==> src/rtl/control_pila.sv <==
// control_pila: return-address stack sequencer arbitrating call/ret/reti against the interrupt line.
module control_pila #(
  parameter int ADDR_W = 10,
  parameter int DEPTH = 16,
  parameter logic [ADDR_W-1:0] INT_VEC = 10'h3F0,
  parameter int CNT_W = 5
) (
  input  logic              clk,
  input  logic              reset,
  input  logic              call,
  input  logic              ret,
  input  logic              reti,
  input  logic [ADDR_W-1:0] pc_plus1,
  input  logic [ADDR_W-1:0] pc_next,
  input  logic              int_req,
  input  logic [ADDR_W-1:0] stack_top,
  output logic              push,
  output logic              pop,
  output logic [ADDR_W-1:0] push_addr,
  output logic [1:0]        pc_sel,
  output logic [ADDR_W-1:0] pc_vec,
  output logic              int_ack,
  output logic              stall,
  output logic              in_isr,
  output logic [CNT_W-1:0]  depth,
  output logic              fault
);
  typedef enum logic [1:0] {RUN, INT_ENTRY, INT_JUMP, FAULT} state_t;
  state_t state;
  logic [CNT_W-1:0] cnt;
  logic [ADDR_W-1:0] saved;
  logic run, full, empty, multi, any_req, do_call, do_pop, go_fault, go_int;
  always_comb begin
    run = state == RUN;
    full = cnt == CNT_W'(DEPTH);
    empty = cnt == '0;
    multi = (call && ret) || (call && reti) || (ret && reti);
    any_req = call || ret || reti;
    do_call = run && !multi && call && !full;
    do_pop = run && !multi && !empty && (ret || (reti && in_isr));
    // any decoder request that cannot be honoured safely is fatal
    go_fault = run && any_req && !do_call && !do_pop;
    go_int = run && !any_req && int_req && !in_isr && !full;
  end
  assign push = do_call || state == INT_ENTRY;
  assign pop = do_pop;
  assign push_addr = state == INT_ENTRY ? saved : pc_plus1;
  assign pc_sel = state == INT_JUMP ? 2'b10 : do_pop ? 2'b01 : 2'b00;
  assign pc_vec = INT_VEC;
  assign int_ack = state == INT_JUMP;
  assign stall = state == INT_ENTRY || state == FAULT;
  assign depth = cnt;
  always_ff @(posedge clk or negedge reset) begin
    if (!reset) begin
      state <= RUN;
      cnt <= '0;
      saved <= '0;
      in_isr <= 1'b0;
      fault <= 1'b0;
    end else begin
      state <= go_fault ? FAULT : go_int ? INT_ENTRY : state == INT_ENTRY ? INT_JUMP :
               state == INT_JUMP ? RUN : state;
      cnt <= push ? cnt + CNT_W'(1) : pop ? cnt - CNT_W'(1) : cnt;
      if (go_int) saved <= pc_next;
      if (state == INT_JUMP) in_isr <= 1'b1;
      else if (do_pop && reti) in_isr <= 1'b0;
      fault <= fault || go_fault;
    end
  end
endmodule

==> config.mk <==
export PLATFORM = sky130hd
export DESIGN_NAME = control_pila
export DESIGN_NICKNAME = d
export VERILOG_FILES = /design/src/rtl/control_pila.sv
export SDC_FILE = /design/constraint.sdc
export NUM_CORES = 1
export LEC_CHECK = 0
export BUFFER_PORTS_ARGS = -buffer_cell sky130_fd_sc_hd__buf_2
export CORE_ASPECT_RATIO = 0.75
export CORE_MARGIN = 2
export CORE_UTILIZATION = 25
export DETAILED_ROUTE_END_ITERATION = 10
export HOLD_SLACK_MARGIN = 0.08
export PLACE_DENSITY_LB_ADDON = 0.15
export SYNTH_ARGS = -nofsm -noshare
export SYNTH_HDL_FRONTEND = slang
export SYNTH_SLANG_ARGS = --single-unit
==> constraint.sdc <==
create_clock -name clk -period 2.7 [get_ports clk]
set_input_delay 0.54 -clock clk [delete_from_list [all_inputs] [get_ports clk]]
set_output_delay 0.54 -clock clk [all_outputs]
set_load 0.01 [all_outputs]
==> results.yml <==
clocking:
  htree_levels: 1
  clock_path_buffers: 2
  cts-resized-gates: 0
  clk_latency_ns: 0.25
  post_cts_buffers: 0
  cts_made_buffers: 3
  cts_tree: "built"
  path_clk_slew_ns: 0.07
  cts.sinks: 19
  hold_buffers: 0
  root_buffer: "clkbuf_8"
sta:
  setup_viol: 0
  slew_headroom: 0.5811
  min_period_ns: 2.346
  finalHoldViolCount: 0
  rsz0062_at_grt: "false"
  fmax_mhz: 426.3
  holdWs_ns: 0.2179
  skew_ns: 0.001291
  slew_viol_final: 0
  tightest_slew_ns: 0.6283
  setup-tns-final_ns: 0
  final.period_utilization: 0.8688
floorplanning:
  rows: 21
  ios: 69
  die_w_um: 83.71
  core-area_um2: 4519
  dieArea_um2: 5339
  start_util: 0.2636
  die_h_um: 63.78
pwr:
  p_per_area_nw_per_um2: 958.5
  p_int_w: 0.0008152
  p_sw_w: 0.0006060
  p_sw_frac: 0.4264
  irDropWorstVdd_mv: 0.3516
  power.share.sequential: 0.380
  clock_power_share: 0.139
  leakagePower_nw: 0.7614
  combPwrFrac: 0.481
job:
  maxCapViolations: 0
detailed_routing:
  routedWlPerCell_um: 12.14
  drc: 0
  vias: 1035
  ant_nets: 0
  wl_um: 2780
  viasPerCell: 4.520
  drt-initial-drc-count: 52
  firstDrtPassIters: 4
synthesis:
  synth_area_um2: 1191
  yosys-top-cells-area: "dfrtp_1 (40%), nand2_1 (10%), mux2_2 (9.5%)"
  yosys_warnings: 0
  yosys.area.top_type: "dfrtp_1"
  yosysSeqAreaShare: 0.3992
  synth-seq-cells: 19
  netlist.area_leader.share: 0.3992
  synth_cells: 126
  synth_area_per_cell_um2: 9.454
  yosysUniqueCellTypes: 37
setup_path:
  cp-startpoint: "state[1]"
  reg2reg_setup_slack_ns: 0.35
  path_class: "reg2reg"
  reg2reg_depth: 8
  worstPathArrival_ns: 2.52
  reg2reg_from: "state[1]"
  crit_path_start_kind: "flip-flop"
  cp-endpoint: "depth[4]"
  crit_fanout: 7
  reg2reg_to: "depth[4]"
  crit_required_ns: 2.88
  worstSetupEndpointType: "flip-flop"
final_layout:
  layout-drive-gt1-share: 0.4244
  final_cell_area_um2: 1483
  fill_cells: 502
  seq_area_um2: 475.5
  layoutNonFillerInstCount: 229
  n_antenna_cell: 0
  nNetsFinal: 210
  areaGrowthSynthToFinish_pct: 24.47
  final_util: 0.3281
  multi_input_area_um2: 628.1
grt:
  grt_pass1_vias: 975
  grt_max_degree: 20
  grt_pass1_wl_um: 4623
  grt_usage: 0.1099
  grt_overflow_total: 0
  antenna_found_initial: 0
status:
  outcome: "completed"
place:
  placed_area_um2: 1438
  hpwl_um: 2194
  gp_congestion: 0.7272
  io_buffers: 48
  placedCellCount: 225
min_path:
  hold_class: "in2async"
## worst max-delay path: stages, from the launching register on
cell and delay, ns:
dfrtp_1 0.46, nor4b_2 0.58, a2bb2oi_2 0.30, xnor2_1 0.11, ha_1 0.23, nor2_1 0.14
o211ai_1 0.12, a22oi_1 0.18, xnor2_1 0.14
## area by class of cell
| class | count | area share |
|---|---|---|
| clock buffers | 4 | 0.03038 |
| inverters | 2 | 0.005063 |
| multi-input cells | 97 | 0.4236 |
| flip-flops and latches | 19 | 0.3207 |
| well taps | 57 | 0.04810 |
| repair buffers | 50 | 0.1722 |
## per-layer routing
| metal | wire length, um | GRT usage | up-vias |
|---|---|---|---|
| met3 | 184 | 0.04134 | 4 |
| li1 | - | - | 492 |
| met4 | 31 | 0.03831 | 0 |
| met2 | 1239 | 0.1550 | 38 |
| met5 | 0 | 0 | - |
| met1 | 1325 | 0.1535 | 501 |
## how the worst min path moves through the flow
stage,start,cells after the start,slack (ns),end
final,reset,1,0.22,fault
after global routing,reset,1,0.26,depth[0]
after CTS,reset,1,0.23,depth[4]
after detailed placement,fault,1,0.46,fault
after global placement,fault,1,0.45,fault
after floorplan,reset,0,0.24,depth[0]
## cells in the mapped netlist, drive strengths merged
library cell  instances
mux2i                 1
or4                   1
inv                   2
mux2                 11
a22oi                 2
xnor2                 2
o211ai                2
nand2                34
a31oi                 1
nor2                  6
nand3b                1
nand3                 1
o2111ai               2
dfrtp                19
a21oi                 5
maj3                  1
ha                    1
nand2b                3
nor4b                 2
nor4                  1
or2                   1
a2bb2oi               1
buf                  13
nand4                 1
conb                  2
clkbuf                3
nor2b                 2
nor3                  2
xor2                  3
## flip-flops by register name (all words and copies together) (netlist names)
signal  cells
depth       5
fault       1
in_isr      1
saved      10
state       2
## kinds of logic after synthesis
| family | synth area share |
|---|---|
| AOI/OAI and AO/OA | 0.08719 |
| xor gates and xnor gates | 0.03677 |
| adders and majority gates | 0.01891 |
| buffers and inverters | 0.09874 |
| DFF | 0.3992 |
| muxes | 0.1155 |
| other | 0.006305 |
| and+or+nand+nor | 0.2374 |
## power by group through the flow
stage	clock network [W]	registers [W]	logic [W]
2_1_floorplan	0	0.000520	0.000508
3_3_place_gp	0	0.000544	0.000677
3_5_place_dp	0	0.000546	0.000694
4_1_cts	0.000207	0.000542	0.000698
5_1_grt	0.000223	0.000564	0.000772
6_report	0.000198	0.000540	0.000683
## cells in the final DEF (no fill, tap or decap), types with 3 or more instances in the layout
cell,instances
conb_1,10
nor2_1,6
mux2_2,10
dfrtp_1,19
nand2_1,33
nand2b_1,3
buf_2,48
a21oi_1,5
xor2_1,3
clkbuf_8,3
## through the flow
stage / setup slack (ns) / power (W)
2_1_floorplan: 0.5954 / 0.001027
3_3_place_gp: 0.3122 / 0.001221
3_5_place_dp: 0.2049 / 0.001241
4_1_cts: 0.3579 / 0.001447
5_1_grt: 0.1522 / 0.001560
6_report: 0.3543 / 0.001421
No activity file was read; power rests on OpenSTA's default activity.
